--- config.mk ---
export PLATFORM = sky130hd
export DESIGN_NAME = hack_cpu_mc_flat
export DESIGN_NICKNAME = d
export VERILOG_FILES = /design/src/rtl/hack_cpu_pkg.sv /design/src/rtl/hack_cpu_mc_if.sv /design/src/rtl/hack_alu_w.sv /design/src/rtl/hack_cpu_mc.sv /design/src/flat_wrapper.sv
export SDC_FILE = /design/constraint.sdc
export NUM_CORES = 1
export LEC_CHECK = 0
export ABC_CLOCK_PERIOD_IN_PS = 10800
export CAP_MARGIN = 5
export CELL_PAD_IN_SITES_DETAIL_PLACEMENT = 1
export CELL_PAD_IN_SITES_GLOBAL_PLACEMENT = 2
export CORE_MARGIN = 4
export CORE_UTILIZATION = 37
export DETAILED_ROUTE_END_ITERATION = 10
export PLACE_DENSITY_LB_ADDON = 0.1
export SETUP_SLACK_MARGIN = 0.05
export SLEW_MARGIN = 20
export SYNTH_ARGS = -nofsm -noshare
export SYNTH_HDL_FRONTEND = slang
export SYNTH_SLANG_ARGS = --single-unit
--- constraint.sdc ---
create_clock -name clk -period 10.8 [get_ports clk]
set_input_delay 2.16 -clock clk [delete_from_list [all_inputs] [get_ports clk]]
set_output_delay 2.16 -clock clk [all_outputs]
set_load 0.005 [all_outputs]
--- src/rtl/hack_cpu_pkg.sv ---
// Shared types and field positions for the multi-cycle Hack core.
// The instruction-type bit is always the MSB of the word, i.e. DATA_W-1.
package hack_cpu_pkg;

  typedef enum logic [2:0] {
    StResetIdle,
    StFetch,
    StDecode,
    StMread,
    StExec,
    StMwrite,
    StHalt
  } state_e;

  localparam logic [2:0] JmpNever  = 3'b000;
  localparam logic [2:0] JmpGt     = 3'b001;
  localparam logic [2:0] JmpEq     = 3'b010;
  localparam logic [2:0] JmpGe     = 3'b011;
  localparam logic [2:0] JmpLt     = 3'b100;
  localparam logic [2:0] JmpNe     = 3'b101;
  localparam logic [2:0] JmpLe     = 3'b110;
  localparam logic [2:0] JmpAlways = 3'b111;

  localparam int unsigned CBitFromMsb = 0;
  localparam int unsigned ABit        = 12;
  localparam int unsigned CompHi      = 11;
  localparam int unsigned CompLo      = 6;
  localparam int unsigned DestABit    = 5;
  localparam int unsigned DestDBit    = 4;
  localparam int unsigned DestMBit    = 3;
  localparam int unsigned JumpHi      = 2;
  localparam int unsigned JumpLo      = 0;

  function automatic logic jump_taken(logic [2:0] jmp, logic zr, logic ng);
    logic taken;
    case (jmp)
      JmpNever:  taken = 1'b0;
      JmpGt:     taken = !zr && !ng;
      JmpEq:     taken = zr;
      JmpGe:     taken = !ng;
      JmpLt:     taken = ng;
      JmpNe:     taken = !zr;
      JmpLe:     taken = zr || ng;
      JmpAlways: taken = 1'b1;
      default:   taken = 1'b0;
    endcase
    return taken;
  endfunction

endpackage

--- src/rtl/hack_cpu_mc_if.sv ---
// Instruction and data memory request/acknowledge bus of the multi-cycle Hack core.
interface hack_cpu_mc_if #(
  parameter int unsigned DATA_W = 16,
  parameter int unsigned ADDR_W = 15
);
  logic              imem_req;
  logic [ADDR_W-1:0] imem_addr;
  logic              imem_ack;
  logic [DATA_W-1:0] imem_data;
  logic              dmem_rd;
  logic              dmem_wr;
  logic [ADDR_W-1:0] dmem_addr;
  logic [DATA_W-1:0] dmem_wdata;
  logic [DATA_W-1:0] dmem_rdata;
  logic              dmem_ack;

  modport master (
    output imem_req, imem_addr, dmem_rd, dmem_wr, dmem_addr, dmem_wdata,
    input  imem_ack, imem_data, dmem_rdata, dmem_ack
  );

  modport slave (
    input  imem_req, imem_addr, dmem_rd, dmem_wr, dmem_addr, dmem_wdata,
    output imem_ack, imem_data, dmem_rdata, dmem_ack
  );
endinterface

--- src/rtl/hack_alu_w.sv ---
// Combinational Hack ALU (zx/nx/zy/ny/f/no) at a configurable width.
module hack_alu_w #(
  parameter int unsigned DATA_W = 16
) (
  input  logic [DATA_W-1:0] x_i,
  input  logic [DATA_W-1:0] y_i,
  input  logic [5:0]        comp_i,
  output logic [DATA_W-1:0] out_o
);
  logic [DATA_W-1:0] x, y, f;

  always_comb begin
    x = comp_i[5] ? '0 : x_i;
    if (comp_i[4]) x = ~x;
    y = comp_i[3] ? '0 : y_i;
    if (comp_i[2]) y = ~y;
    f     = comp_i[1] ? (x + y) : (x & y);
    out_o = comp_i[0] ? ~f : f;
  end
endmodule

--- src/rtl/hack_cpu_mc.sv ---
// Multi-cycle Hack CPU with handshaked instruction/data memory ports.
// Optional HALT state on a self-jump is enabled by defining HACK_CPU_HALT_EN.
module hack_cpu_mc
  import hack_cpu_pkg::*;
#(
  parameter int unsigned DATA_W = 16,
  parameter int unsigned ADDR_W = 15
) (
  input  logic              clk,
  input  logic              reset_n,
  hack_cpu_mc_if.master     bus,
  output logic [ADDR_W-1:0] pc,
  output logic              halted
);
  state_e            state_q, state_d;
  logic [DATA_W-1:0] ir_q, ir_d, a_q, a_d, d_q, d_d, r_q, r_d, m_q, m_d;
  logic              zr_q, zr_d, ng_q, ng_d;
  logic [ADDR_W-1:0] pc_q, pc_d;
  logic              imem_req_q, dmem_rd_q, dmem_wr_q;

  logic [DATA_W-1:0] alu_out, commit_res;
  logic [ADDR_W-1:0] pc_inc, a_tgt;
  logic              commit, taken, commit_zr, commit_ng;

  wire       is_c   = ir_q[DATA_W-1-CBitFromMsb];
  wire       a_bit  = ir_q[ABit];
  wire [2:0] dest   = {ir_q[DestABit], ir_q[DestDBit], ir_q[DestMBit]};
  wire [2:0] jmp    = ir_q[JumpHi:JumpLo];

  hack_alu_w #(.DATA_W(DATA_W)) u_alu (
    .x_i    (d_q),
    .y_i    (a_bit ? m_q : a_q),
    .comp_i (ir_q[CompHi:CompLo]),
    .out_o  (alu_out)
  );

  assign pc_inc = pc_q + 1'b1;
  assign a_tgt  = a_q[ADDR_W-1:0];

  // Commit happens either straight out of EXEC (result not yet in R) or after MWRITE.
  assign commit_res = (state_q == StExec) ? alu_out : r_q;
  assign commit_zr  = (state_q == StExec) ? (alu_out == '0) : zr_q;
  assign commit_ng  = (state_q == StExec) ? alu_out[DATA_W-1] : ng_q;
  assign taken      = jump_taken(jmp, commit_zr, commit_ng);

  always_comb begin
    state_d = state_q;
    ir_d    = ir_q;
    a_d     = a_q;
    d_d     = d_q;
    r_d     = r_q;
    m_d     = m_q;
    zr_d    = zr_q;
    ng_d    = ng_q;
    pc_d    = pc_q;
    commit  = 1'b0;
    case (state_q)
      StResetIdle: state_d = StFetch;
      StFetch: begin
        if (bus.imem_ack) begin
          ir_d    = bus.imem_data;
          state_d = StDecode;
        end
      end
      StDecode: begin
        if (!is_c) begin
          a_d     = {1'b0, ir_q[DATA_W-2:0]};
          pc_d    = pc_inc;
          state_d = StFetch;
        end else begin
          state_d = a_bit ? StMread : StExec;
        end
      end
      StMread: begin
        if (bus.dmem_ack) begin
          m_d     = bus.dmem_rdata;
          state_d = StExec;
        end
      end
      StExec: begin
        r_d  = alu_out;
        zr_d = (alu_out == '0);
        ng_d = alu_out[DATA_W-1];
        if (dest[0]) state_d = StMwrite;
        else         commit  = 1'b1;
      end
      StMwrite: commit = bus.dmem_ack;
      StHalt:   state_d = StHalt;
      default:  state_d = StResetIdle;
    endcase
    if (commit) begin
      if (dest[1]) d_d = commit_res;
      if (dest[2]) a_d = commit_res;
      pc_d    = taken ? a_tgt : pc_inc;
      state_d = StFetch;
`ifdef HACK_CPU_HALT_EN
      if (state_q == StExec && dest == 3'b000 && taken && a_tgt == pc_q) state_d = StHalt;
`endif
    end
  end

  always_ff @(posedge clk or negedge reset_n) begin
    if (!reset_n) begin
      state_q    <= StResetIdle;
      ir_q       <= '0;
      a_q        <= '0;
      d_q        <= '0;
      r_q        <= '0;
      m_q        <= '0;
      zr_q       <= 1'b0;
      ng_q       <= 1'b0;
      pc_q       <= '0;
      imem_req_q <= 1'b0;
      dmem_rd_q  <= 1'b0;
      dmem_wr_q  <= 1'b0;
    end else begin
      state_q    <= state_d;
      ir_q       <= ir_d;
      a_q        <= a_d;
      d_q        <= d_d;
      r_q        <= r_d;
      m_q        <= m_d;
      zr_q       <= zr_d;
      ng_q       <= ng_d;
      pc_q       <= pc_d;
      imem_req_q <= (state_d == StFetch);
      dmem_rd_q  <= (state_d == StMread);
      dmem_wr_q  <= (state_d == StMwrite);
    end
  end

  assign bus.imem_req   = imem_req_q;
  assign bus.imem_addr  = pc_q;
  assign bus.dmem_rd    = dmem_rd_q;
  assign bus.dmem_wr    = dmem_wr_q;
  assign bus.dmem_addr  = a_tgt;
  assign bus.dmem_wdata = r_q;
  assign pc             = pc_q;

`ifdef HACK_CPU_HALT_EN
  assign halted = (state_q == StHalt);
`else
  assign halted = 1'b0;
`endif
endmodule

--- src/flat_wrapper.sv ---
// flat-port wrapper written by rule: the top's interface ports become plain ports
module hack_cpu_mc_flat import hack_cpu_pkg::*;
#(
  parameter int unsigned DATA_W = 16,
  parameter int unsigned ADDR_W = 15
)
  (clk, reset_n, pc, halted, bus_imem_req, bus_imem_addr, bus_dmem_rd, bus_dmem_wr, bus_dmem_addr, bus_dmem_wdata, bus_imem_ack, bus_imem_data, bus_dmem_rdata, bus_dmem_ack);
  hack_cpu_mc_if #(.DATA_W(DATA_W), .ADDR_W(ADDR_W)) bus_i ();
  input  logic clk;
  input  logic reset_n;
  output logic [ADDR_W-1:0] pc;
  output logic halted;
  output wire logic [$bits(bus_i.imem_req)-1:0] bus_imem_req;
  output wire logic [$bits(bus_i.imem_addr)-1:0] bus_imem_addr;
  output wire logic [$bits(bus_i.dmem_rd)-1:0] bus_dmem_rd;
  output wire logic [$bits(bus_i.dmem_wr)-1:0] bus_dmem_wr;
  output wire logic [$bits(bus_i.dmem_addr)-1:0] bus_dmem_addr;
  output wire logic [$bits(bus_i.dmem_wdata)-1:0] bus_dmem_wdata;
  input wire logic [$bits(bus_i.imem_ack)-1:0] bus_imem_ack;
  input wire logic [$bits(bus_i.imem_data)-1:0] bus_imem_data;
  input wire logic [$bits(bus_i.dmem_rdata)-1:0] bus_dmem_rdata;
  input wire logic [$bits(bus_i.dmem_ack)-1:0] bus_dmem_ack;
  assign bus_imem_req = bus_i.imem_req;
  assign bus_imem_addr = bus_i.imem_addr;
  assign bus_dmem_rd = bus_i.dmem_rd;
  assign bus_dmem_wr = bus_i.dmem_wr;
  assign bus_dmem_addr = bus_i.dmem_addr;
  assign bus_dmem_wdata = bus_i.dmem_wdata;
  assign bus_i.imem_ack = bus_imem_ack;
  assign bus_i.imem_data = bus_imem_data;
  assign bus_i.dmem_rdata = bus_dmem_rdata;
  assign bus_i.dmem_ack = bus_dmem_ack;
  hack_cpu_mc #(.DATA_W(DATA_W), .ADDR_W(ADDR_W)) u_core (.clk(clk), .reset_n(reset_n), .bus(bus_i), .pc(pc), .halted(halted));
endmodule
==> results of run 1 <==
## flip-flops by register name, summed over array words and instances (netlist names)
register               count
u_core.a_q                16
u_core.bus.dmem_rd         1
u_core.bus.dmem_wdata     16
u_core.bus.dmem_wr         1
u_core.bus.imem_addr      15
u_core.bus.imem_req        1
u_core.d_q                16
u_core.ir_q               16
u_core.m_q                16
u_core.ng_q                1
u_core.state_q             3
u_core.zr_q                1
## final timing paths
check,from,end,slack (ns)
setup / recovery,u_core.ir_q[12],u_core.bus.imem_addr[1],4.83
hold / removal,u_core.d_q[2],u_core.d_q[2],0.48
setup reg to reg,u_core.ir_q[12],u_core.bus.imem_addr[1],4.83
hold reg to reg,u_core.d_q[2],u_core.d_q[2],0.48
max in group asynchronous,reset_n,u_core.m_q[4],8.06
min in group asynchronous,reset_n,u_core.d_q[11],1.70
## cell families after synthesis
logic type,Yosys count,share of synthesized area (%)
AOI/OAI and AO/OA,166,16.8
xor gates and xnor gates,48,6.16
adders and majority gates,18,3.41
buffers and inverters,97,7.25
DFF,103,37.7
muxes,64,10.1
other,1,0.0549
and+or+nand+nor,256,18.5
## synth_stat cells, drive strengths merged, types with 3 or more instances
cell     instances
mux2i           23
nor3            13
or3             12
o2111ai          4
buf             43
xor2            20
nand4            3
xnor2           28
nor4             4
a21o             8
clkbuf          34
a21oi           28
o21a             6
a311oi           4
nand3b           7
inv             20
a31oi           22
ha              17
a211oi          14
o31ai            4
o21ai           38
dfrtp          103
o211ai           8
a221o           10
and3            12
nand2b          25
nor2            64
mux2            41
nand2           81
nor2b            6
nand3           12
and2             3
## through the flow
stage / util [%] / setup WS [ns] / instances / hold WS, ns / area [sq um]
floorplan: - / 6.24 / 753 / 0.450 / 6830
global placement: 42.8 / 4.77 / 1011 / 0.464 / 7740
detailed placement: 42.8 / 4.88 / 1011 / 0.475 / 7750
CTS: 44.6 / 4.80 / 1027 / 0.491 / 8060
global route: 44.6 / 4.35 / 1027 / 0.517 / 8070
finish: 44.6 / 4.83 / 1027 / 0.485 / 8070
## metal layers
layer,track usage (%),wire [um]
met1,27.3,9420
met2,35.4,10600
met3,3.66,780
met4,6.64,466
met5,0,0
## critical path: stages, from the launching register on
cell                       delay, ns
sky130_fd_sc_hd__dfrtp_1        1.09
sky130_fd_sc_hd__mux2i_1        0.28
sky130_fd_sc_hd__nor2_1         0.07
sky130_fd_sc_hd__xor2_1         0.18
sky130_fd_sc_hd__ha_1           0.31
sky130_fd_sc_hd__fa_1           0.45
sky130_fd_sc_hd__a211oi_1       0.43
sky130_fd_sc_hd__o21a_1         0.23
sky130_fd_sc_hd__o21a_1         0.19
sky130_fd_sc_hd__mux2i_1        0.12
sky130_fd_sc_hd__or4b_1         0.50
sky130_fd_sc_hd__o31ai_1        0.09
sky130_fd_sc_hd__nand4b_1       0.22
sky130_fd_sc_hd__a22o_1         0.29
sky130_fd_sc_hd__nor3_4         0.68
sky130_fd_sc_hd__nor2_1         0.32
sky130_fd_sc_hd__a221o_1        0.38
## layout by cell type, fill, tap and decap left out, types with 17 or more instances in the layout
cell type / synthesis / layout
sky130_fd_sc_hd__dfrtp_1: 103 / 103
sky130_fd_sc_hd__clkdlybuf4s50_1: 0 / 98
sky130_fd_sc_hd__nand2_1: 81 / 81
sky130_fd_sc_hd__nor2_1: 64 / 64
sky130_fd_sc_hd__mux2_2: 41 / 41
sky130_fd_sc_hd__o21ai_0: 37 / 37
sky130_fd_sc_hd__xnor2_1: 28 / 28
sky130_fd_sc_hd__a21oi_1: 28 / 28
sky130_fd_sc_hd__nand2b_1: 25 / 25
sky130_fd_sc_hd__mux2i_1: 23 / 23
sky130_fd_sc_hd__a31oi_1: 22 / 22
sky130_fd_sc_hd__xor2_1: 20 / 20
sky130_fd_sc_hd__inv_1: 20 / 20
sky130_fd_sc_hd__ha_1: 17 / 17
## final cells by class
class,count,share of cell area [%]
clock buffer,10,2.96
tap,229,3.55
multi-input combinational,553,46.7
clock inverter,6,0.931
timing repair buffer,106,13.0
sequential,103,32.0
inverter,20,0.931
==> run_results.csv, run 1 <==
group,metric,value,unit
timing,slew_headroom,25.4,%
floorplanning,initial_utilization,37.8,%
place,globalplace.congestion,0.845,
global_route,wire_length_of_the_first_global_routing_pass,33.6,mm
cts,cts_made_buffers,9,
detailed_routing,detail-route-antenna-nets,0,
timing,period_minus_slack,5.97,ns
timing,timing_hold_violations_final,0,
detailed_routing,drt_iter0_markers,267,
setup_path,setup.worst_path.end_class,"flop",
synthesis,netlist-cell-type-count,68,
setup_path,critical_path_class,"reg2reg",
synthesis,synth.top_cells.by_area,"sky130_fd_sc_hd__dfrtp_1 38%, sky130_fd_sc_hd__mux2_2 6.8%, sky130_fd_sc_hd__nand2_1 4.5%",
cts,clock_latency,0.37,ns
finish,multi_input_logic_area,3770,sq um
synthesis,proportion_of_synthesized_chip_area_in_sequential_cells,37.7,%
cts,clock_tree.htree_level_count,3,
floorplanning,num_io_pins,101,
finish,layout.filler_cells,2049,
synthesis,syn-cell-area,6830,sq um
synthesis,ys.flop_type,"sky130_fd_sc_hd__dfrtp_1",
synthesis,synth_largest_type_area_fraction,37.7,%
cts,cts_root_buf,"sky130_fd_sc_hd__clkbuf_16",
cts,post_cts.repair.setup_buffers,0,
job,maxCapViolations,0,
setup_path,startpoint_types,"flop",
floorplanning,die-area,20700,sq um
global_route,gr-total-overflow,0,
detailed_routing,dr_total_vias,5816,
setup_path,r2r.worst_path.cells,16,
cts,cts_tree,"done",
cts,clock_path_buffers,2,
timing,fin_skew,0.0146,ns
floorplanning,die_width,144,um
detailed_routing,wirelength,21.3,mm
timing,slew_violations,0,
min_path,hold_path_depth,2,
timing,worst-slew-pin-transition,1.12,ns
place,io_buffer_count,99,
synthesis,syn-mean-instance-area,9.07,sq um
floorplanning,std_cell_rows,49,
setup_path,worstPathArrival,6.22,ns
place,dp_hpwl,15.5,mm
cts,post_cts_resize_count,0,
detailed_routing,drc,0,
global_route,grt_util_all_layers,21.0,%
synthesis,syn_nets,807,
timing,period_share,55.3,%
detailed_routing,detail_route.vias_per_cell,5.66,
finish,diodes_inserted,0,
timing,grt_setup_unrepaired,"no",
timing,setup-violations-final,0,
setup_path,critPathMaxFanout,21,
cts,path_clk_slew,0.08,ns
synthesis,synth-edff-count,0,
setup_path,critical_path_required,11.05,ns
floorplanning,core_area,18100,sq um
synthesis,ys_seq_elements,103,
cts,post_cts_hold_buffer_count,0,
cts,clock_sink_count,103,
finish,layout-area-overhead-vs-synth,18.1,%
detailed_routing,drtPass1Iterations,7,
synthesis,synth_top_cell_by_area,"sky130_fd_sc_hd__dfrtp_1",
synthesis,synth_warnings,0,
finish,finalNetCount,847,
min_path,min_path_type,"reg2reg",
global_route,grt_start_max_net_pins,80,
synthesis,synthArstFlopShare,100,%
finish,register_area,2580,sq um
global_route,grt_pass1_vias,5982,
finish,drive_above_1_share,9.40,%
floorplanning,die_h,144,um
run_status,status,"completed",
timing,max_clock_freq,0.167,GHz
global_route,grt_antenna_before_repair,0,
synthesis,syn-instance-count,753,
detailed_routing,routed_wire_length_per_instance,20.7,um
timing,totalNegativeSetupSlack,0,ns
Power of run 1 is left out: the tool's default activity adds up to more than one toggle a clock period on the data nets, which glitch-free logic cannot reach.
==> run 2, diff against run 1 <==
--- a/config.mk
+++ b/config.mk
@@ -5,12 +5,12 @@
 export SDC_FILE = /design/constraint.sdc
 export NUM_CORES = 1
 export LEC_CHECK = 0
-export ABC_CLOCK_PERIOD_IN_PS = 10800
+export ABC_CLOCK_PERIOD_IN_PS = 6000
 export CAP_MARGIN = 5
 export CELL_PAD_IN_SITES_DETAIL_PLACEMENT = 1
 export CELL_PAD_IN_SITES_GLOBAL_PLACEMENT = 2
 export CORE_MARGIN = 4
-export CORE_UTILIZATION = 37
+export CORE_UTILIZATION = 34
 export DETAILED_ROUTE_END_ITERATION = 10
 export PLACE_DENSITY_LB_ADDON = 0.1
 export SETUP_SLACK_MARGIN = 0.05
==> constraint.sdc (replaced) <==
create_clock -name clk -period 6 [get_ports clk]
set_input_delay 1.2 -clock clk [delete_from_list [all_inputs] [get_ports clk]]
set_output_delay 1.2 -clock clk [all_outputs]
set_load 0.005 [all_outputs]
==> run_results.csv, run 2 (synthesis gave the netlist of run 1 again) <==
group,metric,value,unit
run_status,status,"completed",
cts,cts_tree,"done",
floorplanning,core_area,19600,sq um
detailed_routing,detail-route-antenna-nets,0,
global_route,grt_antenna_before_repair,0,
global_route,wire_length_of_the_first_global_routing_pass,35.1,mm
floorplanning,die_h,150,um
setup_path,critical_path.slowest_cell,"sky130_fd_sc_hd__dfrtp_1",
cts,cts_root_buf,"sky130_fd_sc_hd__clkbuf_16",
cts,cts_made_buffers,9,
timing,totalNegativeSetupSlack,0,ns
setup_path,crit_path_cell_trace,"nor2_1 -> xor2_1 -> ha_1 -> fa_1 -> a211oi_1 -> o21a_1 -> o21a_1 -> mux2i_1 -> or4b_1 -> o31ai_1 -> nand4b_1 -> o21ai_0 -> nor3_2 -> buf_4 -> nor2_1 -> a311oi_1",
setup_path,setup.worst_path.end_class,"flop",
timing,worst-slew-pin-transition,0.921,ns
cts,path_clk_slew,0.08,ns
finish,diodes_inserted,0,
finish,post_route_core_utilization,41.4,%
setup_path,worstPathArrival,5.22,ns
finish,finalNetCount,853,
place,globalplace.congestion,0.820,
timing,max_clock_freq,0.199,GHz
setup_path,critical_path_class,"reg2reg",
setup_path,cpPeakStageDelay,0.75,ns
timing,grt_setup_unrepaired,"no",
cts,clock_latency,0.36,ns
detailed_routing,wirelength,21.8,mm
cts,clock_sink_count,103,
finish,most_common_cell_after_layout_fill_and_taps_aside,"sky130_fd_sc_hd__dfrtp_1",
setup_path,critical_path_required,6.21,ns
floorplanning,die_width,150,um
setup_path,startpoint_types,"flop",
timing,fin_skew,0.0100,ns
timing,timing_hold_violations_final,0,
setup_path,critPathMaxFanout,21,
global_route,grt_util_all_layers,20.1,%
detailed_routing,drt_iter0_markers,189,
global_route,grt_start_max_net_pins,59,
timing,period_minus_slack,5.02,ns
detailed_routing,detail_route.vias_per_cell,5.36,
finish,most-common-layout-cells,"103 x sky130_fd_sc_hd__dfrtp_1, 98 x sky130_fd_sc_hd__clkdlybuf4s50_1, 80 x sky130_fd_sc_hd__nand2_1",
floorplanning,initial_utilization,34.9,%
job,maxCapViolations,0,
detailed_routing,routed_wire_length_per_instance,20.4,um
cts,post_cts_hold_buffer_count,0,
place,dp_hpwl,16.4,mm
finish,layout.filler_cells,2269,
timing,slew_headroom,38.5,%
detailed_routing,drtPass1Iterations,4,
min_path,min_path_type,"reg2reg",
timing,period_share,83.6,%
place,io_buffer_count,99,
cts,post_cts.repair.setup_buffers,0,
floorplanning,die-area,22400,sq um
floorplanning,num_io_pins,101,
finish,layout-area-overhead-vs-synth,18.7,%
floorplanning,std_cell_rows,51,
global_route,gr-total-overflow,0,
cts,post_cts_resize_count,0,
timing,slew_violations,0,
finish,drive_above_1_share,9.96,%
timing,setup-violations-final,0,
cts,clock_path_buffers,2,
global_route,grt_pass1_vias,6173,
detailed_routing,dr_total_vias,5727,
cts,clock_tree.htree_level_count,3,
detailed_routing,drc,0,
==> run 2: cell types whose count changed in the layout (fill, tap and decap cells not counted), sizes merged <==
cell / previous run / this run
clkbuf: 10 / 11
buf: 8 / 14
inv: 23 / 21
clkinv: 2 / 3
bufinv: 1 / 0
==> run 2: layer usage <==
metal  wire length (um)  track usage [%]  up-vias
met5                  0                0        -
met3                553             3.36       17
met1              10100             26.4     2901
met2              11000             35.0       74
met4                248             3.93        0
li1                   -                -     2735
==> run 2: worst paths after layout <==
path | start | to | slack (ns) | cells past startpoint
worst min-delay path | u_core.d_q[2] | u_core.d_q[2] | 0.49 | 2
worst min register to register | u_core.d_q[2] | u_core.d_q[2] | 0.49 | 2
worst max-delay path | u_core.ir_q[9] | u_core.bus.imem_addr[7] | 0.98 | 16
worst max register to register | u_core.ir_q[9] | u_core.bus.imem_addr[7] | 0.98 | 16
min in group asynchronous | reset_n | u_core.bus.dmem_wdata[13] | 0.85 | 1
max in group asynchronous | reset_n | u_core.bus.dmem_wdata[1] | 3.89 | 2
==> run 2: area by class of cell <==
type                            count  area (sq um)  share of cell area [%]
Clock buffer                       11           243                    2.99
Clock inverter                      4          31.3                   0.386
Inverter                           20          75.1                   0.926
Multi-Input combinational cell    553          3760                    46.4
Sequential cell                   103          2580                    31.8
Tap cell                          265           332                    4.09
Timing Repair Buffer              112          1090                    13.4
==> run 2: worst max-delay path: cells and delay by family, from the launching register on <==
family,cells,cell delay [ns]
AOI/OAI and AO/OA,6,1.44
xor gates and xnor gates,1,0.17
adders and majority gates,2,0.72
buffers and inverters,1,0.23
DFF,1,0.75
muxes,1,0.14
and+or+nand+nor,5,1.42
==> run 2: through the flow <==
stage | instance area [sq um] | setup WS, ns | hold WS (ns) | cells
after floorplan | 6830 | 1.44 | 0.450 | 753
after global placement | 7830 | 1.23 | 0.464 | 1053
after detailed placement | 7830 | 1.01 | 0.477 | 1053
after CTS | 8110 | 0.984 | 0.494 | 1068
after global routing | 8110 | 0.476 | 0.522 | 1068
final | 8110 | 0.983 | 0.492 | 1068
Power of run 2 is left out for the same reason.
